$ cat src/rtl/arith_unit_seq.sv
// arith_unit_seq: registered arithmetic unit with a valid/ready command port
// and a valid/ready result port. Simple ops finish on the accepting edge;
// multiply and divide iterate one bit per cycle for WIDTH cycles.
module arith_unit_seq #(
    parameter  int WIDTH = 8,
    localparam int RES_W = 2 * WIDTH
) (
    input  logic             clk,
    input  logic             rst_n,
    input  logic             in_valid,
    output logic             in_ready,
    input  logic [WIDTH-1:0] a,
    input  logic [WIDTH-1:0] b,
    input  logic [3:0]       op,
    output logic             out_valid,
    input  logic             out_ready,
    output logic [RES_W-1:0] result,
    output logic             div_zero,
    output logic             op_err
);

    // Simple ops are evaluated two bits wider than the operands so that the
    // carry out of a+b, b<<1 and a+1 stays a positive value, while the only
    // possible negative result (b-1 with b==0) sign-extends to all ones.
    localparam int EW    = WIDTH + 2;
    localparam int CNT_W = $clog2(WIDTH);

    localparam logic [0:0] IDLE = 1'b0;
    localparam logic [0:0] BUSY = 1'b1;

    localparam logic [CNT_W-1:0] CNT_LAST = CNT_W'(WIDTH - 1);
    localparam logic [3:0]       OP_MUL   = 4'b1000;
    localparam logic [3:0]       OP_DIV   = 4'b1001;

    logic [0:0]       state_reg;
    logic [CNT_W-1:0] cnt_reg;
    logic             is_div_reg;

    logic [RES_W-1:0] mul_acc_reg;
    logic [RES_W-1:0] mul_cand_reg;
    logic [WIDTH-1:0] mul_plier_reg;

    logic [WIDTH-1:0] div_rem_reg;
    logic [WIDTH-1:0] div_quo_reg;
    logic [WIDTH-1:0] div_dsr_reg;

    logic             out_valid_reg;
    logic [RES_W-1:0] result_reg;
    logic             div_zero_reg;
    logic             op_err_reg;

    logic [EW-1:0]    ext_a;
    logic [EW-1:0]    ext_b;
    logic [EW-1:0]    sc_val;
    logic [RES_W-1:0] ld_res;
    logic             ld_dz;
    logic             ld_oe;

    logic             accept;
    logic             go_busy;
    logic             busy_last;
    logic             load_now;

    logic [RES_W-1:0] mul_acc_next;
    logic [WIDTH:0]   div_trial;
    logic             div_ge;
    logic [WIDTH-1:0] div_rem_next;
    logic [WIDTH-1:0] div_quo_next;
    logic [RES_W-1:0] fin_res;

    assign ext_a = EW'(a);
    assign ext_b = EW'(b);

    // Handshake: only an idle unit whose result slot is free (or being drained) takes a command.
    assign in_ready  = (state_reg == IDLE) && (!out_valid_reg || out_ready);
    assign accept    = in_valid && in_ready;
    assign go_busy   = accept && ((op == OP_MUL) || ((op == OP_DIV) && (b != '0)));
    assign busy_last = (state_reg == BUSY) && (cnt_reg == CNT_LAST);
    assign load_now  = (accept && !go_busy) || busy_last;

    // Single-cycle arithmetic on the extended operands.
    always_comb begin
        sc_val = '0;
        case (op[2:0])
            3'd0:    sc_val = ext_a;
            3'd1:    sc_val = ext_a + ext_b;
            3'd2:    sc_val = ext_b - EW'(1);
            3'd3:    sc_val = (a >= b) ? (ext_a - ext_b) : (ext_b - ext_a);
            3'd4:    sc_val = ext_b << 1;
            3'd5:    sc_val = ext_a >> 1;
            3'd6:    sc_val = ext_a + EW'(1);
            3'd7:    sc_val = ext_b;
            default: sc_val = '0;
        endcase
    end

    // Value and flags loaded on the accepting edge for commands that do not iterate.
    always_comb begin
        ld_res = '0;
        ld_dz  = 1'b0;
        ld_oe  = 1'b0;
        if (!op[3]) begin
            ld_res = RES_W'($signed(sc_val));
        end else if (op == OP_DIV) begin
            // Only reached with b==0: quotient saturates, remainder is the dividend.
            ld_res = {a, {WIDTH{1'b1}}};
            ld_dz  = 1'b1;
        end else if (op != OP_MUL) begin
            ld_oe  = 1'b1;
        end
    end

    // One shift-add / restoring-subtract step per BUSY cycle.
    always_comb begin
        mul_acc_next = mul_acc_reg + (mul_plier_reg[0] ? mul_cand_reg : '0);
        div_trial    = {div_rem_reg, div_quo_reg[WIDTH-1]};
        div_ge       = (div_trial >= {1'b0, div_dsr_reg});
        // When the trial fits the divisor the difference is below the divisor, so WIDTH bits suffice.
        div_rem_next = div_ge ? (div_trial[WIDTH-1:0] - div_dsr_reg) : div_trial[WIDTH-1:0];
        div_quo_next = {div_quo_reg[WIDTH-2:0], div_ge};
        fin_res      = is_div_reg ? {div_rem_next, div_quo_next} : mul_acc_next;
    end

    // Control FSM, iteration datapath and result register.
    always_ff @(posedge clk or negedge rst_n) begin
        if (!rst_n) begin
            state_reg     <= IDLE;
            cnt_reg       <= '0;
            is_div_reg    <= 1'b0;
            mul_acc_reg   <= '0;
            mul_cand_reg  <= '0;
            mul_plier_reg <= '0;
            div_rem_reg   <= '0;
            div_quo_reg   <= '0;
            div_dsr_reg   <= '0;
            result_reg    <= '0;
            div_zero_reg  <= 1'b0;
            op_err_reg    <= 1'b0;
        end else begin
            case (state_reg)
                IDLE: begin
                    if (go_busy) begin
                        state_reg     <= BUSY;
                        cnt_reg       <= '0;
                        is_div_reg    <= (op == OP_DIV);
                        mul_acc_reg   <= '0;
                        mul_cand_reg  <= RES_W'(a);
                        mul_plier_reg <= b;
                        div_rem_reg   <= '0;
                        div_quo_reg   <= a;
                        div_dsr_reg   <= b;
                    end else if (accept) begin
                        result_reg    <= ld_res;
                        div_zero_reg  <= ld_dz;
                        op_err_reg    <= ld_oe;
                    end
                end
                BUSY: begin
                    cnt_reg       <= cnt_reg + CNT_W'(1);
                    mul_acc_reg   <= mul_acc_next;
                    mul_cand_reg  <= mul_cand_reg << 1;
                    mul_plier_reg <= mul_plier_reg >> 1;
                    div_rem_reg   <= div_rem_next;
                    div_quo_reg   <= div_quo_next;
                    if (busy_last) begin
                        state_reg    <= IDLE;
                        cnt_reg      <= '0;
                        result_reg   <= fin_res;
                        div_zero_reg <= 1'b0;
                        op_err_reg   <= 1'b0;
                    end
                end
                default: state_reg <= IDLE;
            endcase
        end
    end

    // Result-valid flag: set on any load, cleared when the consumer takes the result.
    always_ff @(posedge clk or negedge rst_n) begin
        if (!rst_n) begin
            out_valid_reg <= 1'b0;
        end else if (load_now) begin
            out_valid_reg <= 1'b1;
        end else if (out_ready) begin
            out_valid_reg <= 1'b0;
        end
    end

    assign out_valid = out_valid_reg;
    assign result    = result_reg;
    assign div_zero  = div_zero_reg;
    assign op_err    = op_err_reg;

endmodule

$ cat config.mk
export PLATFORM = sky130hd
export DESIGN_NAME = arith_unit_seq
export DESIGN_NICKNAME = d
export VERILOG_FILES = /design/src/rtl/arith_unit_seq.sv
export SDC_FILE = /design/constraint.sdc
export NUM_CORES = 1
export LEC_CHECK = 0
export CORE_UTILIZATION = 54
export DETAILED_ROUTE_END_ITERATION = 10
export PLACE_DENSITY = 0.8
export REMOVE_ABC_BUFFERS = 1
export SLEW_MARGIN = 20
export SYNTH_ARGS = -nofsm -noshare
export SYNTH_HDL_FRONTEND = slang
export SYNTH_SLANG_ARGS = --single-unit
$ cat constraint.sdc
create_clock -name clk -period 3.7 [get_ports clk]
set_input_delay 0.37 -clock clk [delete_from_list [all_inputs] [get_ports clk]]
set_output_delay 0.37 -clock clk [all_outputs]
set_load 0.02 [all_outputs]
==> out/metrics.csv, run 1 <==
metric,value,unit
status,"complete, no violations",
number of global-route vias before repair,6199,
setup ws final,0.576,ns
Synth cell types,80,
total setup buffers inserted after CTS,0,
number of diodes,0,
first-pass GRT wire length,33.1,mm
Initial Util,55.2,%
Avg Synthesized Cell Area,8.14,um2
CTS Hold Bufs,0,
CTS tree,built,
Clock Pin Slew Worst Setup and Hold Paths,0.06,ns
max-cap viol count,0,
pwr/cell area,732,nW/um2
area grow syn2layout,14.2,%
critical-path cell list,clkdlybuf4s50_1 -> inv_1 -> ha_1 -> and3_1 -> a41oi_1 -> buf_4 -> nand3_1 -> a211o_1 -> a31o_1 -> a31oi_1,
aggregate global-route resource usage,32.8,%
critical path data arrival time,3.40,ns
DP Cell Count,1049,
register bit count reported by yosys,88,
H-tree Lvls,3,
area of the core,12600,um2
worst hold path type,in -> async,
worst skew pair latency,0.36,ns
Layout Cells excl Fill,1065,
Synth Area in XOR/XNOR,2.78,%
post-synthesis mux area share,2.54,%
worst path required time,3.98,ns
Root Buffer,clkbuf_16,
post-CTS resize count,0,
largest net degree at the start of global routing,76,
CP max stage cell,clkdlybuf4s50_1,
complex-gate fraction of the synthesized area,26.5,%
Peak Freq,320,MHz
Num Clock Sinks,88,
asr flop ratio synth,100,%
Synth Area in Simple Gates,20.1,%
largest family of logic cells by synthesized area,compound AO/OA/AOI/OAI gates,
predominant post-synthesis flop cell,dfrtp_1,
IO Count,44,
Post-DRT Antenna Nets,0,
Final setup viols,0,
Worst R2R End,result[8],
RSZ-0062 raised after global routing,no,
dpl ws,0.296,ns
initial antenna violation count,0,
"Seq/Total Area, Yosys",31.8,%
GRT overflow,0,
Die Y,115,um
# nets final,967,
1st-iter DRT viols,769,
CP endpoint kind,flip-flop,
Fin. Hold Viols,0,
worst-margin pin slew,0.881,ns
min cycle time layout,3.12,ns
DIE AREA,13300,um2
R2R depth,10,
layout cells sized above 1,7.73,%
VDD IR max,0.000394,V
RR Startpoint,mul_plier_reg[0],
Post-Route WL,20.8,mm
# rows,41,
total number of vias,6748,
Mapped Area,6930,um2
Avg WL per Cell,19.5,um
Slew headroom,41.3,%
Final GP Congestion,0.936,
HPWL after DPL,15.4,mm
LEAKAGE,3.45,nW
Max clock buf depth,2,
TritonCTS Buffers,9,
worst-path fanout max,9,
Remaining DRCs,0,
Post-synth EDFFs,0,
Initial DRT Pass Iterations,5,
Max stage delay on crit path,0.62,ns
via/cell ratio,6.34,
Port Buf Inserts,43,
Pins Over Slew Limit,0,
die width,115,um
Worst Clk Skew,0.00743,ns
WS Path Type,in -> reg,
Syn Inst Count,852,
Syn. warnings,0,
FF-to-FF setup slack,0.69,ns
CP startpoint kind,input pin,
crit share post-route,84.4,%
setup TNS,0,ns
adder-cell share of the synthesized area,10.5,%
-- cells by family (layout without fill, tap and decap cells) --
group | after synthesis | after routing
flops | 88 | 88
mux | 16 | 16
fa+ha+maj | 55 | 55
xor+xnor | 22 | 22
simple gates | 288 | 288
buf+inv | 96 | 137
compound gates | 287 | 287
-- cells in the mapped netlist, types with 8 or more instances --
cell	number	area share [%]
nor2_1	61	3.3
ha_1	50	9.0
xnor2_1	15	1.9
inv_1	51	2.8
nand2_1	106	5.7
nand3_1	21	1.5
nor3_1	17	1.2
and2_1	20	1.8
a31oi_1	26	2.3
a21o_1	8	0.87
o21a_1	9	0.97
dfrtp_1	88	32
nor2b_1	11	0.99
o22ai_1	14	1.3
buf_4	9	0.97
nand2b_1	9	0.81
mux2i_1	12	1.7
o21ai_0	92	6.6
o211ai_1	8	0.87
clkbuf_1	30	1.6
a21oi_1	65	4.7
-- cell usage in the layout, fill, tap and decap left out, drive strengths merged, types with 5 or more instances in the layout --
cell	instances
nand2b	9
nor3	17
clkbuf	12
a21o	8
xnor2	15
o211ai	8
nor3b	5
ha	50
dfrtp	88
or3	7
a221oi	5
clkdlybuf4s50	42
and2	21
nand4	6
nand2	106
buf	27
a21oi	66
a31oi	26
o21a	9
or2	5
mux2i	12
or4	5
o2111ai	5
o21ai	94
and3	8
nor2	61
xor2	7
o22ai	14
nor2b	11
inv	51
nand3	21
fa	5
-- per-stage QoR --
step / hold WS, ns / total power [W] / area [um2] / util [%]
floorplan: 0.0744 / 0.00368 / 6720 / -
global placement: 0.440 / 0.00464 / 7580 / 60.3
detailed placement: 0.437 / 0.00471 / 7580 / 60.3
CTS: 0.0644 / 0.00577 / 7920 / 63.0
global route: 0.0927 / 0.00622 / 7920 / 63.0
finish: 0.0399 / 0.00580 / 7920 / 63.0
-- power breakdown --
group / leakage [nW] / internal, W / switching [W]
logic: 2.18 / 0.00124 / 0.00182
clock network: 0.161 / 0.000647 / 0.000391
registers: 1.11 / 0.00138 / 0.000321
total: 3.45 / 0.00327 / 0.00253
-- worst max path at each step --
stage	start	endpoint	slack, ns	depth (start not counted)
2_1_floorplan	state_reg	div_quo_reg[1]	-0.20	6
3_3_place_gp	a[3]	result[1]	0.32	10
3_5_place_dp	a[3]	result[1]	0.30	10
4_1_cts	a[3]	result[1]	0.65	10
5_1_grt	b[0]	result[6]	0.45	13
6_report	a[3]	result[1]	0.58	10
-- per-layer routing --
| layer | routed length (um) | up-vias | GRT usage [%] |
|---|---|---|---|
| met3 | 1710 | 46 | 5.27 |
| met5 | 0 | - | 0 |
| met1 | 9020 | 3185 | 45.5 |
| met2 | 9460 | 364 | 51.2 |
| li1 | - | 3153 | - |
| met4 | 627 | 0 | 12.9 |
-- critical path: cells and delay by family --
family	cells	cell delay, ns
compound gates	4	1.25
fa+ha+maj	1	0.44
buf+inv	3	1.01
simple gates	2	0.34
-- final cells by class --
cell class / count / area [um2]
clock buffers: 12 / 267
clock inverters: 4 / 75.1
fillers: 1083 / 4650
inverters: 52 / 195
multi-input cells: 668 / 4330
flip-flops and latches: 88 / 2200
well taps: 172 / 215
repair buffers: 69 / 636
No activity file was read; power rests on OpenSTA's default activity.
==> run 2, diff against run 1 <==
--- a/config.mk
+++ b/config.mk
@@ -7,7 +7,7 @@
 export LEC_CHECK = 0
 export CORE_UTILIZATION = 54
 export DETAILED_ROUTE_END_ITERATION = 10
-export PLACE_DENSITY = 0.8
+export PLACE_DENSITY = 0.83
 export REMOVE_ABC_BUFFERS = 1
 export SLEW_MARGIN = 20
 export SYNTH_ARGS = -nofsm -noshare
==> constraint.sdc (replaced) <==
create_clock -name clk -period 2.5 [get_ports clk]
set_input_delay 0.25 -clock clk [delete_from_list [all_inputs] [get_ports clk]]
set_output_delay 0.25 -clock clk [all_outputs]
set_load 0.02 [all_outputs]
==> out/metrics.csv, run 2 (same netlist as run 1, synthesis figures left out) <==
metric,value,unit
worst hold path type,in -> reg,
LEAKAGE,4.46,nW
worst-margin pin slew,0.636,ns
DP Cell Count,1206,
aggregate global-route resource usage,37.2,%
Final GP Congestion,0.950,
worst path required time,2.77,ns
TritonCTS Buffers,9,
Fin. Hold Viols,0,
setup ws final,-0.357,ns
number of diodes,0,
"most common cell after layout, fill and taps aside",buf_4,
H-tree Lvls,3,
total number of vias,7854,
layout cells sized above 1,31.9,%
area of the multi-input gates,4960,um2
Root Buffer,clkbuf_16,
worst-path fanout max,6,
Sw Ratio,43.9,%
Remaining DRCs,0,
Clock Pin Slew Worst Setup and Hold Paths,0.07,ns
largest net degree at the start of global routing,94,
FF-to-FF setup slack,-0.36,ns
status,finished with violations,
R2R depth,10,
min cycle time layout,2.86,ns
# nets final,1142,
Port Buf Inserts,43,
Worst R2R End,mul_acc_reg[14],
Worst Clk Skew,0.00944,ns
CP startpoint,mul_plier_reg[0],
Max stage delay on crit path,0.52,ns
# rows,41,
area of the core,12600,um2
worst skew pair latency,0.35,ns
Initial Util,55.2,%
VDD IR max,0.000608,V
Max clock buf depth,2,
Clock Power Share,13.7,%
area grow syn2layout,43.1,%
failing checks,negative setup slack,
max-cap viol count,0,
Peak Freq,350,MHz
Final setup viols,13,
Worst Setup EP,mul_acc_reg[14],
RSZ-0062 raised after global routing,yes,
CP startpoint kind,flip-flop,
critical path data arrival time,3.12,ns
crit share post-route,114,%
first-pass GRT wire length,37.8,mm
WS Path Type,reg -> reg,
pwr/cell area,1050,nW/um2
number of global-route vias before repair,7321,
CTS tree,built,
Seq. cell area,2200,um2
Pins Over Slew Limit,0,
critical-path cell list,buf_6 -> and2_4 -> ha_4 -> nand2_1 -> o211ai_1 -> a311oi_2 -> o31ai_2 -> a21oi_2 -> xor2_2 -> o22ai_1,
most frequent cells in the layout,"buf_4, nand2_1, dfrtp_1",
Filler cells,798,
Num Clock Sinks,88,
Layout Cells excl Fill,1240,
CP max stage cell,o211ai_1,
via/cell ratio,6.33,
DIE AREA,13300,um2
Total Power,0.0105,W
Post-DRT Antenna Nets,0,
RR Startpoint,mul_plier_reg[0],
1st-iter DRT viols,1165,
CP endpoint kind,flip-flop,
Internal,0.00587,W
Initial DRT Pass Iterations,8,
Avg WL per Cell,21.1,um
initial antenna violation count,0,
die width,115,um
Post-Route WL,26.1,mm
HPWL after DPL,17.4,mm
Die Y,115,um
IO Count,44,
GRT overflow,0,
Gate power share,62.0,%
Switch Pwr,0.00459,W
Slew headroom,57.6,%
share of power burned in registers,24.3,%
==> run 2: what timing repair did <==
item                       in CTS  in global routing
hold endpoints to repair       45                  0
setup buffers                   4                 14
pin swaps                      20                 56
hold buffers                    1                  0
setup endpoints to repair      41                 27
gates resized for setup        57                 96
==> run 2: how the worst min path moves through the flow <==
stage	end	startpoint	cells after the start
global route	result[11]	a[3]	4
CTS	mul_cand_reg[13]	rst_n	2
finish	result[11]	a[3]	4
floorplan	cnt_reg[0]	rst_n	0
detailed placement	mul_cand_reg[13]	rst_n	1
global placement	mul_cand_reg[13]	rst_n	1
==> run 2: cell type report <==
class                      instances  area share, %
timing repair buffer             244           20.6
sequential                        88           22.2
clock buffer                      11           2.45
clock inverter                     5          0.643
multi-input combinational        668           50.0
inverter                          52           1.98
tap                              172           2.17
==> run 2: worst max-delay path: cells and delay by family (launching register included) <==
kind                       cells  cell delay [ns]
AOI/OAI and AO/OA              5             1.47
and+or+nand+nor                2             0.25
buffers and inverters          1             0.16
DFF                            1             0.44
xor gates and xnor gates       1             0.18
adders and majority gates      1             0.27
==> run 2: stage by stage <==
step	util [%]	instance area (um2)	setup TNS (ns)	hold WS (ns)	setup slack, ns
after floorplan	-	6720	-86.09	-0.0456	-1.40
after global placement	70.1	8800	-19.79	0.307	-0.763
after detailed placement	70.1	8800	-23.40	0.307	-0.667
after CTS	74.5	9370	-0.857	0.487	-0.127
after global routing	78.9	9920	-3.08	0.409	-0.428
final	78.9	9920	-1.99	0.391	-0.357
==> run 2: routing by layer <==
metal	vias to the layer above	track usage, %	part of all wire (%)
met2	519	60.6	47
li1	3503	-	-
met5	-	0	0
met1	3710	47.5	39
met4	0	17.2	4.8
met3	122	7.38	8.8
==> run 2: power by group through the flow <==
stage / Sequential [W] / Combinational, W / Clock (W)
after floorplan: 0.00267 / 0.00277 / 0
after global placement: 0.00246 / 0.00523 / 0
after detailed placement: 0.00248 / 0.00539 / 0
after CTS: 0.00247 / 0.00564 / 0.00142
after global routing: 0.00259 / 0.00692 / 0.00149
final: 0.00254 / 0.00649 / 0.00143
==> run 3, diff against run 2 <==
--- a/config.mk
+++ b/config.mk
@@ -6,9 +6,12 @@
 export NUM_CORES = 1
 export LEC_CHECK = 0
 export CORE_UTILIZATION = 54
+export CTS_CLUSTER_SIZE = 40
 export DETAILED_ROUTE_END_ITERATION = 10
-export PLACE_DENSITY = 0.83
+export DONT_BUFFER_PORTS = 1
+export PLACE_DENSITY = 0.78
 export REMOVE_ABC_BUFFERS = 1
+export SETUP_SLACK_MARGIN = 0.02
 export SLEW_MARGIN = 20
 export SYNTH_ARGS = -nofsm -noshare
 export SYNTH_HDL_FRONTEND = slang
==> out/metrics.csv, run 3 (same netlist as run 1, synthesis figures left out) <==
metric,value,unit
status,finished with violations,
failing checks,negative setup slack,
DP Cell Count,1043,
CP max stage cell,dfrtp_1,
Initial Util,55.2,%
setup ws final,-0.0152,ns
number of global-route vias before repair,6418,
worst path required time,2.75,ns
Layout Cells excl Fill,1066,
Final GP Congestion,0.962,
CTS tree,built,
Pins Over Slew Limit,0,
layout cells sized above 1,15.5,%
VDD IR max,0.000447,V
Port Buf Inserts,0,
aggregate global-route resource usage,31.9,%
IO Count,44,
first-pass GRT wire length,32.5,mm
Post-DRT Antenna Nets,0,
# nets final,968,
area of the core,12600,um2
min cycle time layout,2.52,ns
worst hold path type,in -> reg,
CP startpoint kind,flip-flop,
HPWL after DPL,14.9,mm
worst skew pair latency,0.36,ns
design area,7960,um2
Slew headroom,58.6,%
1st-iter DRT viols,641,
dpl ws,-0.194,ns
total number of vias,6705,
fin util,63.3,%
WS Path Type,reg -> reg,
number of diodes,0,
crit share post-route,101,%
Max stage delay on crit path,0.39,ns
H-tree Lvls,3,
Worst Clk Skew,0.00866,ns
placed cell areas,7440,um2
Peak Freq,398,MHz
Post-Route WL,20.4,mm
Filler cells,1066,
Initial DRT Pass Iterations,5,
CP endpoint kind,flip-flop,
GRT overflow,0,
setup TNS,-0.0152,ns
Avg WL per Cell,19.1,um
Remaining DRCs,0,
die width,115,um
initial antenna violation count,0,
# rows,41,
RSZ-0062 raised after global routing,yes,
Root Buffer,clkbuf_16,
most frequent cells in the layout,"nand2_1, o21ai_0, dfrtp_1",
pwr/cell area,1100,nW/um2
via/cell ratio,6.29,
Worst Path Buf+Inv,0,
Die Y,115,um
worst-margin pin slew,0.618,ns
DIE AREA,13300,um2
"most common cell after layout, fill and taps aside",nand2_1,
area grow syn2layout,14.8,%
LEAKAGE,3.50,nW
largest net degree at the start of global routing,89,
Num Clock Sinks,88,
TritonCTS Buffers,9,
Final setup viols,1,
critical path data arrival time,2.77,ns
Clock Pin Slew Worst Setup and Hold Paths,0.07,ns
critical-path cell list,and2_1 -> ha_2 -> fa_2 -> a21oi_2 -> o211ai_1 -> a311o_1 -> xor2_1 -> a221o_1 -> o22a_1,
"CP delay by family, top",compound AO/OA/AOI/OAI gates,
Max clock buf depth,2,
worst-path fanout max,3,
max-cap viol count,0,
Fin. Hold Viols,0,
[run 3: final timing paths]
kind	from	to	slack, ns	cells past startpoint
worst max-delay path	mul_plier_reg[0]	result[10]	-0.02	9
worst min-delay path	b[7]	mul_plier_reg[7]	0.04	2
worst max register to register	mul_plier_reg[0]	result[10]	-0.02	9
worst min register to register	cnt_reg[0]	cnt_reg[0]	0.49	1
max in group asynchronous	rst_n	result[4]	1.66	2
min in group asynchronous	rst_n	op_err	0.46	2
[run 3: per-stage QoR]
stage          power, W  hold WS [ns]
6_report        0.00875        0.0425
3_3_place_gp    0.00685       -0.0432
3_5_place_dp    0.00698       -0.0431
5_1_grt         0.00936        0.0451
4_1_cts         0.00854        0.0394
2_1_floorplan   0.00544       -0.0456
[run 3: area by class of cell]
class | instances | area (um2) | area share [%]
Multi-Input combinational cell | 668 | 4470 | 56.2
Sequential cell | 88 | 2200 | 27.7
Timing Repair Buffer | 70 | 577 | 7.25
Clock buffer | 11 | 233 | 2.92
Tap cell | 172 | 215 | 2.70
Inverter | 52 | 195 | 2.45
Clock inverter | 5 | 66.3 | 0.833
[run 3: timing repair]
action / in CTS / in global routing
endpoints found under the hold margin: 88 / 0
pin swaps: 10 / 21
gates resized for setup: 12 / 24
gates cloned: 0 / 0
hold buffers: 2 / 0
setup buffers: 4 / 1
setup endpoints to repair: 10 / 15
[run 3: power breakdown]
part | switching (W) | internal, W
registers | 0.000660 | 0.00203
clock network | 0.000609 | 0.000786
logic | 0.00260 | 0.00206
[run 3: worst register-to-register path: cells and delay by family (launching register included)]
family | cells | cell delay, ns
AOI/OAI and AO/OA | 5 | 1.18
xor gates and xnor gates | 1 | 0.17
adders and majority gates | 2 | 0.53
DFF | 1 | 0.39
and+or+nand+nor | 1 | 0.15
[run 3: per-layer routing]
metal  routed length [um]  vias to the layer above  GRT usage (%)
met2                 9180                      306           49.5
met4                  769                        0           14.5
met1                 8600                     3184           41.8
met5                    0                        -              0
met3                 1860                       60           8.28
li1                     -                     3155              -
